==> src/rtl/vjtag_bridge_if.sv <==
// rtl/vjtag_bridge_if.sv - host-side register bus between the JTAG bridge and the register file
interface vjtag_bridge_if #(
  parameter int DATA_W = 8,
  parameter int ADDR_W = 8
);
  logic [ADDR_W-1:0] address;
  logic              addr_we;
  logic [DATA_W-1:0] data_out;
  logic              we;
  logic              re;
  logic [DATA_W-1:0] data_in;
  logic              rd_valid;

  modport master (
    output address, addr_we, data_out, we, re,
    input  data_in, rd_valid
  );

  modport slave (
    input  address, addr_we, data_out, we, re,
    output data_in, rd_valid
  );
endinterface

==> src/rtl/vjtag_bridge.sv <==
// rtl/vjtag_bridge.sv - Virtual JTAG DR scans to host register bus, with burst, prefetch hold and status
module vjtag_bridge #(
  parameter int DATA_W = 8,
  parameter int ADDR_W = 8,
  parameter int IR_W   = 3
) (
  input  logic            tck,
  input  logic            init_n,
  input  logic            tdi,
  input  logic [IR_W-1:0] ir_in,
  input  logic            v_cdr,
  input  logic            v_sdr,
  input  logic            v_udr,
  output logic            tdo,
  vjtag_bridge_if.master  bus
);

  typedef enum logic [2:0] {
    CMD_BYPASS   = 3'd0,
    CMD_ADDR     = 3'd1,
    CMD_PUSH     = 3'd2,
    CMD_POP      = 3'd3,
    CMD_PUSH_INC = 3'd4,
    CMD_POP_INC  = 3'd5,
    CMD_STATUS   = 3'd6,
    CMD_SOFT_RST = 3'd7
  } cmd_e;

  cmd_e cmd;
  logic upper_nz;

  logic [ADDR_W-1:0] address_q, address_d;
  logic [DATA_W-1:0] data_out_q, data_out_d;
  logic              we_q, we_d;
  logic              we_inc_q, we_inc_d;
  logic              addr_we_q, addr_we_d;
  logic              re_q, re_d;
  logic [DATA_W-1:0] hold_q, hold_d;
  logic              hold_valid_q, hold_valid_d;
  logic              underrun_q, underrun_d;
  logic              overrun_q, overrun_d;
  logic [4:0]        wr_cnt_q, wr_cnt_d;
  logic [ADDR_W-1:0] ar_sh_q, ar_sh_d;
  logic [DATA_W-1:0] dr_sh_q, dr_sh_d;
  logic [DATA_W-1:0] out_sh_q, out_sh_d;
  logic [7:0]        st_sh_q, st_sh_d;
  logic              pop_cap;

  // Any set bit above the 3-bit opcode demotes the command to BYPASS.
  always_comb begin
    upper_nz = 1'b0;
    for (int i = 3; i < IR_W; i++) begin
      upper_nz = upper_nz | ir_in[i];
    end
    cmd = upper_nz ? CMD_BYPASS : cmd_e'(ir_in[2:0]);
  end

  assign pop_cap = v_cdr && (cmd == CMD_POP || cmd == CMD_POP_INC);

  always_comb begin
    address_d    = address_q;
    data_out_d   = data_out_q;
    we_d         = 1'b0;
    we_inc_d     = 1'b0;
    addr_we_d    = 1'b0;
    re_d         = 1'b0;
    hold_d       = hold_q;
    hold_valid_d = hold_valid_q;
    underrun_d   = underrun_q;
    overrun_d    = overrun_q;
    wr_cnt_d     = wr_cnt_q;
    ar_sh_d      = ar_sh_q;
    dr_sh_d      = dr_sh_q;
    out_sh_d     = out_sh_q;
    st_sh_d      = st_sh_q;

    // Write bookkeeping lands on the edge that closes the we cycle.
    if (we_q) begin
      wr_cnt_d = wr_cnt_q + 5'd1;
      if (we_inc_q) address_d = address_q + ADDR_W'(1);
    end

    if (v_sdr) begin
      case (cmd)
        CMD_ADDR: begin
          ar_sh_d = ar_sh_q >> 1;
          ar_sh_d[ADDR_W-1] = tdi;
        end
        CMD_PUSH, CMD_PUSH_INC: begin
          dr_sh_d = dr_sh_q >> 1;
          dr_sh_d[DATA_W-1] = tdi;
        end
        CMD_POP, CMD_POP_INC: begin
          out_sh_d = out_sh_q >> 1;
          out_sh_d[DATA_W-1] = tdi;
        end
        CMD_STATUS: st_sh_d = {tdi, st_sh_q[7:1]};
        default: ;
      endcase
    end

    if (v_cdr) begin
      case (cmd)
        CMD_POP, CMD_POP_INC: begin
          if (hold_valid_q) begin
            out_sh_d     = hold_q;
            hold_valid_d = 1'b0;
          end else begin
            out_sh_d   = '0;
            underrun_d = 1'b1;
          end
          if (cmd == CMD_POP_INC) address_d = address_q + ADDR_W'(1);
          re_d = 1'b1;
        end
        CMD_STATUS: st_sh_d = {wr_cnt_q, overrun_q, underrun_q, hold_valid_q};
        default: ;
      endcase
    end

    if (v_udr) begin
      case (cmd)
        CMD_ADDR: begin
          address_d    = ar_sh_q;
          hold_valid_d = 1'b0;
          addr_we_d    = 1'b1;
          re_d         = 1'b1;
        end
        CMD_PUSH, CMD_PUSH_INC: begin
          data_out_d = dr_sh_q;
          we_d       = 1'b1;
          we_inc_d   = (cmd == CMD_PUSH_INC);
        end
        CMD_STATUS: begin
          underrun_d = 1'b0;
          overrun_d  = 1'b0;
        end
        default: ;
      endcase
    end

    // A returning read beats any clear of hold_valid on the same edge.
    if (bus.rd_valid) begin
      hold_d       = bus.data_in;
      hold_valid_d = 1'b1;
      if (hold_valid_q && !pop_cap) overrun_d = 1'b1;
    end

    if (v_udr && cmd == CMD_SOFT_RST) begin
      address_d    = '0;
      data_out_d   = '0;
      we_d         = 1'b0;
      we_inc_d     = 1'b0;
      addr_we_d    = 1'b0;
      re_d         = 1'b0;
      hold_d       = '0;
      hold_valid_d = 1'b0;
      underrun_d   = 1'b0;
      overrun_d    = 1'b0;
      wr_cnt_d     = '0;
      ar_sh_d      = '0;
      dr_sh_d      = '0;
      out_sh_d     = '0;
      st_sh_d      = '0;
    end
  end

  always_ff @(posedge tck or negedge init_n) begin
    if (!init_n) begin
      address_q    <= '0;
      data_out_q   <= '0;
      we_q         <= 1'b0;
      we_inc_q     <= 1'b0;
      addr_we_q    <= 1'b0;
      re_q         <= 1'b0;
      hold_q       <= '0;
      hold_valid_q <= 1'b0;
      underrun_q   <= 1'b0;
      overrun_q    <= 1'b0;
      wr_cnt_q     <= '0;
      ar_sh_q      <= '0;
      dr_sh_q      <= '0;
      out_sh_q     <= '0;
      st_sh_q      <= '0;
    end else begin
      address_q    <= address_d;
      data_out_q   <= data_out_d;
      we_q         <= we_d;
      we_inc_q     <= we_inc_d;
      addr_we_q    <= addr_we_d;
      re_q         <= re_d;
      hold_q       <= hold_d;
      hold_valid_q <= hold_valid_d;
      underrun_q   <= underrun_d;
      overrun_q    <= overrun_d;
      wr_cnt_q     <= wr_cnt_d;
      ar_sh_q      <= ar_sh_d;
      dr_sh_q      <= dr_sh_d;
      out_sh_q     <= out_sh_d;
      st_sh_q      <= st_sh_d;
    end
  end

  always_comb begin
    case (cmd)
      CMD_ADDR:               tdo = ar_sh_q[0];
      CMD_PUSH, CMD_PUSH_INC: tdo = dr_sh_q[0];
      CMD_POP, CMD_POP_INC:   tdo = out_sh_q[0];
      CMD_STATUS:             tdo = st_sh_q[0];
      default:                tdo = tdi;
    endcase
  end

  assign bus.address  = address_q;
  assign bus.addr_we  = addr_we_q;
  assign bus.data_out = data_out_q;
  assign bus.we       = we_q;
  assign bus.re       = re_q;

endmodule

==> src/flat_wrapper.sv <==
// flat-port wrapper written by rule: the top's interface ports become plain ports
module vjtag_bridge_flat 
#(
  parameter int DATA_W = 8,
  parameter int ADDR_W = 8,
  parameter int IR_W   = 3
)
  (tck, init_n, tdi, ir_in, v_cdr, v_sdr, v_udr, tdo, bus_address, bus_addr_we, bus_data_out, bus_we, bus_re, bus_data_in, bus_rd_valid);
  vjtag_bridge_if #(.DATA_W(DATA_W), .ADDR_W(ADDR_W)) bus_i ();
  input  logic tck;
  input  logic init_n;
  input  logic tdi;
  input  logic [IR_W-1:0] ir_in;
  input  logic v_cdr;
  input  logic v_sdr;
  input  logic v_udr;
  output logic tdo;
  output wire logic [$bits(bus_i.address)-1:0] bus_address;
  output wire logic [$bits(bus_i.addr_we)-1:0] bus_addr_we;
  output wire logic [$bits(bus_i.data_out)-1:0] bus_data_out;
  output wire logic [$bits(bus_i.we)-1:0] bus_we;
  output wire logic [$bits(bus_i.re)-1:0] bus_re;
  input wire logic [$bits(bus_i.data_in)-1:0] bus_data_in;
  input wire logic [$bits(bus_i.rd_valid)-1:0] bus_rd_valid;
  assign bus_address = bus_i.address;
  assign bus_addr_we = bus_i.addr_we;
  assign bus_data_out = bus_i.data_out;
  assign bus_we = bus_i.we;
  assign bus_re = bus_i.re;
  assign bus_i.data_in = bus_data_in;
  assign bus_i.rd_valid = bus_rd_valid;
  vjtag_bridge #(.DATA_W(DATA_W), .ADDR_W(ADDR_W), .IR_W(IR_W)) u_core (.tck(tck), .init_n(init_n), .tdi(tdi), .ir_in(ir_in), .v_cdr(v_cdr), .v_sdr(v_sdr), .v_udr(v_udr), .tdo(tdo), .bus(bus_i));
endmodule
==> config.mk <==
export PLATFORM = sky130hd
export DESIGN_NAME = vjtag_bridge_flat
export DESIGN_NICKNAME = d
export VERILOG_FILES = /design/src/rtl/vjtag_bridge_if.sv /design/src/rtl/vjtag_bridge.sv /design/src/flat_wrapper.sv
export SDC_FILE = /design/constraint.sdc
export NUM_CORES = 1
export LEC_CHECK = 0
export CORE_UTILIZATION = 30
export CTS_CLUSTER_SIZE = 8
export DETAILED_ROUTE_END_ITERATION = 12
export GPL_ROUTABILITY_DRIVEN = 0
export PLACE_DENSITY = 0.5
export RECOVER_POWER = 50
export REMOVE_ABC_BUFFERS = 1
export SLEW_MARGIN = 30
export SYNTH_ARGS = -nofsm -noshare
export SYNTH_HDL_FRONTEND = slang
export SYNTH_SLANG_ARGS = --single-unit
==> constraint.sdc <==
create_clock -name tck -period 1.3 [get_ports tck]
set_input_delay 0.13 -clock tck [delete_from_list [all_inputs] [get_ports tck]]
set_output_delay 0.13 -clock tck [all_outputs]
set_load 0.01 [all_outputs]
---- Word level (Yosys, flattened, before mapping) ----
Cells that the tools add are included.
storage, ports and cells
  input bits .............................. 18
  register bits ........................... 68
  word-level logic and storage cells ...... 104
operators by class
  add/sub/neg operators ................... 2
  equal/unequal tests ..................... 7
  mux-type cells .......................... 64
  reduce and logical (&&, ||, !) cells .... 16
operators with widths
  operator             number
  $mux 8               30
  $mux 1               31
  $eq 3x3->1 const B   4
  $reduce_bool 2->1    6
  $mux 5               2
  $add 8x1->8 const B  1
  $eq 3x2->1 const B   2
  $reduce_and 2->1     3
  $add 5x1->5 const B  1
  $pmux 1 s4           1
  $reduce_or 2->1      2
  $eq 3x1->1 const B   1
  $logic_and 1x1->1    3
  $logic_not 1->1      1
  $logic_or 1x1->1     1

---- Longest topological paths before layout ----
Gate-level depths: netlist of run 1.
  depth after elaboration ................. 9
  depth in mapped cells ................... 6

---- Worst setup path after synthesis of run 1 ----
No wires, ideal clock.
  path type ............................... register to register
  start ................................... register u_core.address_q[2] (netlist: u_core.bus.address[2])
  end ..................................... register u_core.address_q[7] (netlist: u_core.bus.address[7])
  clock period less this slack ............ 1.284 ns
  stages on the path, launching flop included .. 5
  library setup time ...................... 0.133 ns
  arrival ................................. 1.151 ns
  path slack .............................. 0.016 ns
  buffers on the path ..................... 0
  cells stage by stage .................... dfrtp_1 nand3_1 a2111oi_4 xnor2_1 a32oi_1
on the way
  word-level cells in the longest chain between the ends .. 9
RTL lines
  what                     line                                     RTL
  start, declared          vjtag_bridge.sv:32                       logic [ADDR_W-1:0] address_q, address_d;
  start signal, assigned   vjtag_bridge.sv:185                      address_q <= address_d;
  $add 8x1->8 *            vjtag_bridge.sv:80, vjtag_bridge.sv:112
  $mux 8                   vjtag_bridge.sv:80                       if (we_inc_q) address_d = address_q + ADDR_W'(1);
  $mux 8                   vjtag_bridge.sv:78                       if (we_q) begin
  $mux 8                   vjtag_bridge.sv:112                      if (cmd == CMD_POP_INC) address_d = address_q + ADDR_W'(1);
  $mux 8                   vjtag_bridge.sv:103                      case (cmd)
  $mux 8 *                 vjtag_bridge.sv:102                      if (v_cdr) begin
  $mux 8                   vjtag_bridge.sv:121                      case (cmd)
  $mux 8 *                 vjtag_bridge.sv:120                      if (v_udr) begin
  $mux 8 *                 vjtag_bridge.sv:148                      if (v_udr && cmd == CMD_SOFT_RST) begin
  net u_core.address_d[7]  vjtag_bridge.sv:32
Mark *: on every way through the listed nets, which the timed path passes. The rest lies on a longest branch.
A chain may end at the register's enable or synchronous reset.

---- Final worst setup path of run 1 ----
  start ................................... register u_core.out_sh_q[0]
  end ..................................... output port tdo
on the way
  word-level cells in the longest chain between the ends .. 1
RTL lines
  what                    line                 RTL
  start, declared         vjtag_bridge.sv:45   logic [DATA_W-1:0] out_sh_q, out_sh_d;
  start signal, assigned  vjtag_bridge.sv:198  out_sh_q <= out_sh_d;
  $pmux 1 s4              vjtag_bridge.sv:204  case (cmd)
  end, declared           flat_wrapper.sv:17   output logic tdo;
Every way passes these cells.

==> impl_summary.txt, run 1 <==
----------------------------------------------------
[Clock tree]
  TritonCTS Sinks ... 68
  Inserted Clock Buffers ... 9
  Buffer cell driving the clock tree root ... sky130_fd_sc_hd__clkbuf_8
  Clock latency of the later-clocked register in the worst-skew pair ... 0.35 ns
  Number of H-tree levels ... 3
  Deepest clock path buffer count ... 2
  CTS tree ... done
  Clock slew at the register clock pins of the worst setup and hold paths ... 0.07 ns

[Worst setup path]
  Cell-by-cell trace of the critical path ... mux4_2 -> mux2_4 -> buf_6
  Number of logic stages on the critical path including buffering ... 3
  CP Launch Point ... u_core.out_sh_q[0]
  Data arrival time of the critical path ... 1.63 ns
  FF-to-FF Start ... u_core.bus.address[1]
  Peak per-stage delay on the critical path ... 0.46 ns
  Capturing point of the worst reg2reg path ... u_core.bus.address[6]
  Path type of the worst setup path ... register to primary output
  Number of cells on the worst reg-to-reg path ... 6
  Launching element type of the critical path ... register
  Kind of cell adding the most delay to the critical path ... multiplexers
  Cell type of the slowest stage on the worst timing path ... sky130_fd_sc_hd__mux4_2
  Worst-path maximum fanout ... 3
  Worst setup path endpoint ... tdo
  Worst Path Required ... 1.17 ns
  Reg2reg setup slack ... 0.04 ns
  Critical path capture point type ... primary output
  Buf/Inv on CP ... 1

[Timing]
  Crit path time final ... 1.76 ns
  Period utilisation layout ... 135%
  Fin. max-slew vios ... 0
  Setup TNS after final layout ... -0.751 ns
  Endpoints failing hold ... 0
  Fmax ... 0.568 GHz
  Max-slew headroom at the worst pin ... 42.8%
  Post-layout worst setup margin ... -0.461 ns
  Worst setup skew after layout ... 0.00589 ns
  Slew at the pin with the worst max-slew slack ... 0.859 ns
  Setup repair after global routing missed its margin ... yes
  Worst hold margin ... 0.223 ns
  Setup violation total in the final timing report ... 9

[Global route]
  Pin count of the biggest net entering global routing ... 69
  Global-route usage over all layers ... 13.9%
  Number of global-route vias before repair ... 2379
  Wire length of the first global-routing pass ... 11.8 mm
  GRT overflow ... 0
  Initial antenna violation count ... 0

[Finish]
  Final Net Count ... 395
  Most common cell after layout, fill and taps aside ... sky130_fd_sc_hd__dfrtp_1
  Layout cell share with drive strength beyond 1 ... 23.7%
  Core utilization of the finished layout ... 40.9%
  Layout Area Growth over Synthesis ... 32.7%
  Layout filler cell count ... 1068
  Most frequent cells in the layout ... 68 x sky130_fd_sc_hd__dfrtp_1, 45 x sky130_fd_sc_hd__buf_4, 38 x sky130_fd_sc_hd__nand2_1, 34 x sky130_fd_sc_hd__mux2i_1, 24 x sky130_fd_sc_hd__o21ai_0
  Antenna fix cells ... 0

[Yosys]
  Mean post-synth cell area ... 11.0 um2
  Warnings, synthesis ... 0
  Yosys reg bits ... 68
  Cell count after synthesis ... 288
  Number of distinct library cells after synthesis ... 37
  Share of flip-flops with an asynchronous set or reset after synthesis ... 100%
  Count of flip-flops with a built-in enable after synthesis ... 0
  Primary FF master, synth ... sky130_fd_sc_hd__dfrtp_1
  Combined area of all synthesized cells ... 3170 um2
  Sequential cell area fraction in the yosys report ... 53.7%

[Drt]
  Pre-antenna DRT Iters ... 4
  Average detailed-routed wire length per instance ... 13.5 um
  Avg Vias per Cell ... 4.67
  DRC violation count after routing ... 0
  Drt first-iter violations ... 109
  Number of routed nets with antenna violations ... 0
  Vias after detailed routing ... 2408
  Sum of routed wire length over all layers ... 6.95 mm

[Placement]
  Worst setup timing slack at the placement stage ... -0.897 ns
  Number of port buffers ... 37
  HPWL after DPL ... 4.89 mm

[Pwr]
  Static Leakage ... 2.06 nW
  P per Cell Area ... 1320 nW/um2
  Overall power after layout ... 0.00553 W
  Peak supply drop ... 0.000467 V

[Floorplan]
  Total die area ... 11000 um2
  Overall die width ... 105 um
  Y dimension of the die ... 105 um
  Top-level port count ... 38
  Core Box Area ... 10300 um2
  Initial cell density of the core ... 30.8%
  Floorplan row count ... 37

[Flow run]
  Max-cap violations ... 0

[Status]
  Outcome ... complete, but fails checks
  Violated checks ... setup timing

[Worst hold path]
  Kind of path behind the tightest hold check ... primary input to register

----------------------------------------------------
worst min-delay path, delay by kind of cell:
family,cells,cell delay [ns]
buffers and inverters,2,0.32
AND/OR/NAND/NOR,2,0.09
cell type report:
class                      count  area (um2)  area share (%)
multi-input combinational    202        1390            33.1
tap                          136         170            4.05
clock buffer                  11         141            3.36
inverter                       2        7.51           0.179
clock inverter                 5        27.5           0.655
sequential                    68        1700            40.5
timing repair buffer          92         763            18.2
cells by family after synthesis:
| kind of cell | Yosys count | synth area share [%] |
|---|---|---|
| simple gates | 85 | 12.7 |
| flops | 68 | 53.7 |
| compound gates | 66 | 13.2 |
| mux | 37 | 12.8 |
| buf+inv | 18 | 3.59 |
| xor+xnor | 12 | 3.32 |
| fa+ha+maj | 2 | 0.790 |
through the flow:
stage,area [um2],instances
2_1_floorplan,3060,272
4_1_cts,4220,515
3_5_place_dp,4010,493
5_1_grt,4200,516
3_3_place_gp,4010,493
6_report,4200,516
cell usage after synthesis, types with 3 or more instances:
cell	n	area, um2
sky130_fd_sc_hd__dfrtp_1	68	1700
sky130_fd_sc_hd__clkbuf_1	3	11.3
sky130_fd_sc_hd__a21oi_1	22	110
sky130_fd_sc_hd__xor2_1	5	43.8
sky130_fd_sc_hd__nor2_1	24	90.1
sky130_fd_sc_hd__nand2_1	38	143
sky130_fd_sc_hd__nand4_1	4	25.0
sky130_fd_sc_hd__o21ai_0	25	125
sky130_fd_sc_hd__buf_2	5	25.0
sky130_fd_sc_hd__and3_1	3	18.8
sky130_fd_sc_hd__mux2i_1	34	340
sky130_fd_sc_hd__nand3_1	5	25.0
sky130_fd_sc_hd__a32oi_1	5	43.8
sky130_fd_sc_hd__a22o_1	9	78.8
sky130_fd_sc_hd__buf_6	3	33.8
sky130_fd_sc_hd__xnor2_1	7	61.3
power by group:
group / switching (W) / total, W / internal (W)
sequential: 0.000259 / 0.00276 / 0.00250
combinational: 0.000573 / 0.00125 / 0.000676
clock: 0.000798 / 0.00153 / 0.000731
worst min path at each step:
| stage | to | cells past startpoint | slack [ns] | startpoint |
|---|---|---|---|---|
| after global routing | u_core.we_inc_q | 4 | 0.22 | ir_in[2] |
| after global placement | u_core.hold_q[5] | 2 | 0.18 | init_n |
| after CTS | u_core.we_inc_q | 4 | 0.33 | ir_in[1] |
| after detailed placement | u_core.hold_q[4] | 2 | 0.18 | init_n |
| final | u_core.we_inc_q | 4 | 0.22 | ir_in[2] |
| after floorplan | u_core.ar_sh_q[0] | 0 | -0.17 | init_n |
registers in the layout (all words and copies together), names as in the netlist:
name and count:
u_core.ar_sh_q 8, u_core.bus.address 8, u_core.bus.data_out 8, u_core.dr_sh_q 8, u_core.hold_q 8, u_core.out_sh_q 8, u_core.st_sh_q 8, u_core.wr_cnt_q 5
u_core.bus.addr_we 1, u_core.bus.re 1, u_core.bus.we 1, u_core.hold_valid_q 1, u_core.overrun_q 1, u_core.underrun_q 1, u_core.we_inc_q 1
timing repair:
item,4_1_cts,5_1_grt
setup endpoints to repair,84,30
hold buffers,1,0
pin swaps,2,3
buffers inserted,6,1
hold endpoints to repair,68,0
resized for setup,38,16
per-layer routing:
layer	GRT usage, %	vias up	part of all wire, %
li1	-	1195	-
met1	18.7	1157	49
met2	21.0	46	45
met3	2.99	10	3.8
met4	7.24	0	2.1
met5	0	-	0
No activity file was read; power rests on OpenSTA's default activity.
==> run 2, diff against run 1 <==
- ABC_AREA: default -> 1
- SETUP_SLACK_MARGIN: default -> 0.1
==> run 2 against run 1 <==
  * The run still ends with setup timing left
  * Sequential power up 2%
  * Final area up 8.9%
  * Power up 16%
  * Global-route usage up 1.2 points
  * Critical path depth unchanged
  * Routed wire length up 17%
  * Combinational power up 14%
  * First-iteration DRC count up 33%
  * Via count up 22%
==> impl_summary.txt, run 2 <==
----------------------------------------------------
[Status]
  Outcome ... complete, but fails checks
  Violated checks ... setup timing

[Worst setup path]
  Capturing point of the worst reg2reg path ... u_core.bus.address[6]
  CP Launch Point ... u_core.ar_sh_q[0]
  Number of cells on the worst reg-to-reg path ... 8
  FF-to-FF Start ... u_core.bus.address[0]
  Worst setup path endpoint ... tdo
  Launching element type of the critical path ... register
  Path type of the worst setup path ... register to primary output
  Critical path capture point type ... primary output
  Reg2reg setup slack ... 0.11 ns
  Worst Path Required ... 1.17 ns
  Worst-path maximum fanout ... 2
  Data arrival time of the critical path ... 1.19 ns

[Global route]
  Number of global-route vias before repair ... 2987
  Pin count of the biggest net entering global routing ... 31
  Global-route usage over all layers ... 15.1%
  GRT overflow ... 0
  Initial antenna violation count ... 0
  Wire length of the first global-routing pass ... 13.8 mm

[Worst hold path]
  Kind of path behind the tightest hold check ... primary input to register
  Hold wc startpoint ... v_udr

[Finish]
  Antenna fix cells ... 0
  Most frequent cells in the layout ... 88 x sky130_fd_sc_hd__nand2_1, 77 x sky130_fd_sc_hd__nand3_1, 66 x sky130_fd_sc_hd__dfrtp_1, 50 x sky130_fd_sc_hd__inv_1, 31 x sky130_fd_sc_hd__buf_4
  Layout cell share with drive strength beyond 1 ... 20.0%
  Most common cell after layout, fill and taps aside ... sky130_fd_sc_hd__nand2_1
  Final Net Count ... 514
  Layout Area Growth over Synthesis ... 38.1%
  Non-filler instance count after layout ... 639
  Layout filler cell count ... 1110

[Floorplan]
  Y dimension of the die ... 107 um
  Floorplan row count ... 38
  Total die area ... 11500 um2
  Initial cell density of the core ... 30.7%
  Top-level port count ... 38
  Overall die width ... 107 um
  Core Box Area ... 10800 um2

[Timing]
  Setup violation total in the final timing report ... 1
  Setup TNS after final layout ... -0.0242 ns
  Fmax ... 0.755 GHz
  Endpoints failing hold ... 0
  Slew at the pin with the worst max-slew slack ... 0.961 ns
  Setup repair after global routing missed its margin ... yes
  Period utilisation layout ... 102%
  Fin. max-slew vios ... 0
  Crit path time final ... 1.32 ns
  Max-slew headroom at the worst pin ... 35.9%
  Post-layout worst setup margin ... -0.0242 ns
  Worst setup skew after layout ... 0.00619 ns

[Clock tree]
  TritonCTS Sinks ... 68
  Deepest clock path buffer count ... 2
  CTS tree ... done
  Number of H-tree levels ... 3
  Clock slew at the register clock pins of the worst setup and hold paths ... 0.08 ns
  Inserted Clock Buffers ... 9
  Buffer cell driving the clock tree root ... sky130_fd_sc_hd__clkbuf_8
  Clock latency of the later-clocked register in the worst-skew pair ... 0.34 ns

[Yosys]
  Area share of the largest cell type after synthesis ... 51.3%
  Number of distinct library cells after synthesis ... 31
  Sequential cell area fraction in the yosys report ... 51.3%
  Cell count after synthesis ... 416
  Cell with the most instances after synthesis ... sky130_fd_sc_hd__nand2_1
  Count of flip-flops with a built-in enable after synthesis ... 0
  Share of flip-flops with an asynchronous set or reset after synthesis ... 100%
  Mean post-synth cell area ... 7.97 um2
  Combined area of all synthesized cells ... 3310 um2
  Most frequent cells after synthesis ... 91 x sky130_fd_sc_hd__nand2_1, 81 x sky130_fd_sc_hd__nand3_1, 68 x sky130_fd_sc_hd__dfrtp_1
  Primary FF master, synth ... sky130_fd_sc_hd__dfrtp_1
  Warnings, synthesis ... 0
  Synth top area cells ... sky130_fd_sc_hd__dfrtp_1 51%, sky130_fd_sc_hd__nand3_1 12%, sky130_fd_sc_hd__nand2_1 10%
  Area leader, netlist ... sky130_fd_sc_hd__dfrtp_1
  Yosys reg bits ... 68

[Drt]
  Avg Vias per Cell ... 4.59
  Pre-antenna DRT Iters ... 4
  Drt first-iter violations ... 145
  Vias after detailed routing ... 2933
  Average detailed-routed wire length per instance ... 12.7 um
  Sum of routed wire length over all layers ... 8.11 mm
  DRC violation count after routing ... 0
  Number of routed nets with antenna violations ... 0

[Pwr]
  Static Leakage ... 2.33 nW
  Peak supply drop ... 0.000533 V
  Overall power after layout ... 0.00641 W
  P per Cell Area ... 1400 nW/um2

[Placement]
  Worst setup timing slack at the placement stage ... -0.669 ns
  Number of port buffers ... 37
  Inst Count DP ... 614
  HPWL after DPL ... 5.64 mm

[Flow run]
  Max-cap violations ... 0

----------------------------------------------------
==> run 2: cell types whose count changed after synthesis, moves of 5 or more <==
cell                      previous run  this run
sky130_fd_sc_hd__nand3_1             5        81
sky130_fd_sc_hd__nand2_1            38        91
sky130_fd_sc_hd__inv_1               1        53
sky130_fd_sc_hd__xor2_1              5         0
sky130_fd_sc_hd__xnor2_1             7         0
sky130_fd_sc_hd__buf_2               5        11
sky130_fd_sc_hd__a32oi_1             5         0
sky130_fd_sc_hd__a22o_1              9         0
sky130_fd_sc_hd__mux2i_1            34         0
==> run 2: worst max-delay path: stages (launching register included) <==
cell and delay [ns]:
sky130_fd_sc_hd__dfrtp_1 0.40, sky130_fd_sc_hd__a22oi_2 0.17, sky130_fd_sc_hd__nand3_2 0.13, sky130_fd_sc_hd__buf_6 0.14
==> run 2: through the flow <==
step                utilization, %  hold slack (ns)  instance area (um2)
detailed placement            38.5           0.0843                 4160
global placement              38.5           0.0846                 4160
floorplan                        -           -0.166                 3220
finish                        42.4            0.217                 4580
global route                  42.4            0.234                 4580
CTS                           41.2            0.244                 4440
==> run 2: report_power, final <==
part / total (W) / switching (W) / leakage, nW / internal (W)
clock network: 0.00217 / 0.000836 / 0.124 / 0.00134
logic: 0.00143 / 0.000755 / 1.35 / 0.000674
registers: 0.00281 / 0.000285 / 0.859 / 0.00253
==> run 2: layer usage <==
metal  track usage [%]  wire length [um]  vias up
met5                 0                 0        -
met4              5.28               108        0
met3              3.16               268       11
met2              24.9              3840       51
met1              19.5              3890     1362
li1                  -                 -     1509
==> run 2: worst min path at each step <==
stage,to,slack [ns],depth (start not counted)
finish,u_core.we_inc_q,0.22,4
detailed placement,u_core.wr_cnt_q[0],0.08,1
floorplan,u_core.ar_sh_q[0],-0.17,0
global placement,u_core.wr_cnt_q[0],0.08,1
CTS,u_core.we_inc_q,0.24,4
global route,u_core.we_inc_q,0.23,4
==> run 2: area by class of cell <==
cell class,count,area [um2],area share (%)
tap,140,175,3.83
sequential,68,1700,37.2
timing repair buffer,85,830,18.1
clock buffer,11,141,3.09
inverter,58,218,4.76
multi-input combinational,272,1400,30.6
clock inverter,5,108,2.35
==> run 2: cell families after synthesis <==
kind of cell / share of synthesized area (%)
AOI/OAI and AO/OA: 9.32
adders and majority gates: 0.755
DFF: 51.3
and+or+nand+nor: 29.2
buffers and inverters: 9.36
==> run 2: timing repair <==
action,4_1_cts,5_1_grt
hold buffers,1,0
endpoints found under the setup margin,85,44
gates resized for setup,42,40
hold endpoints to repair,13,0
pin swaps,3,16
buffers inserted,2,6
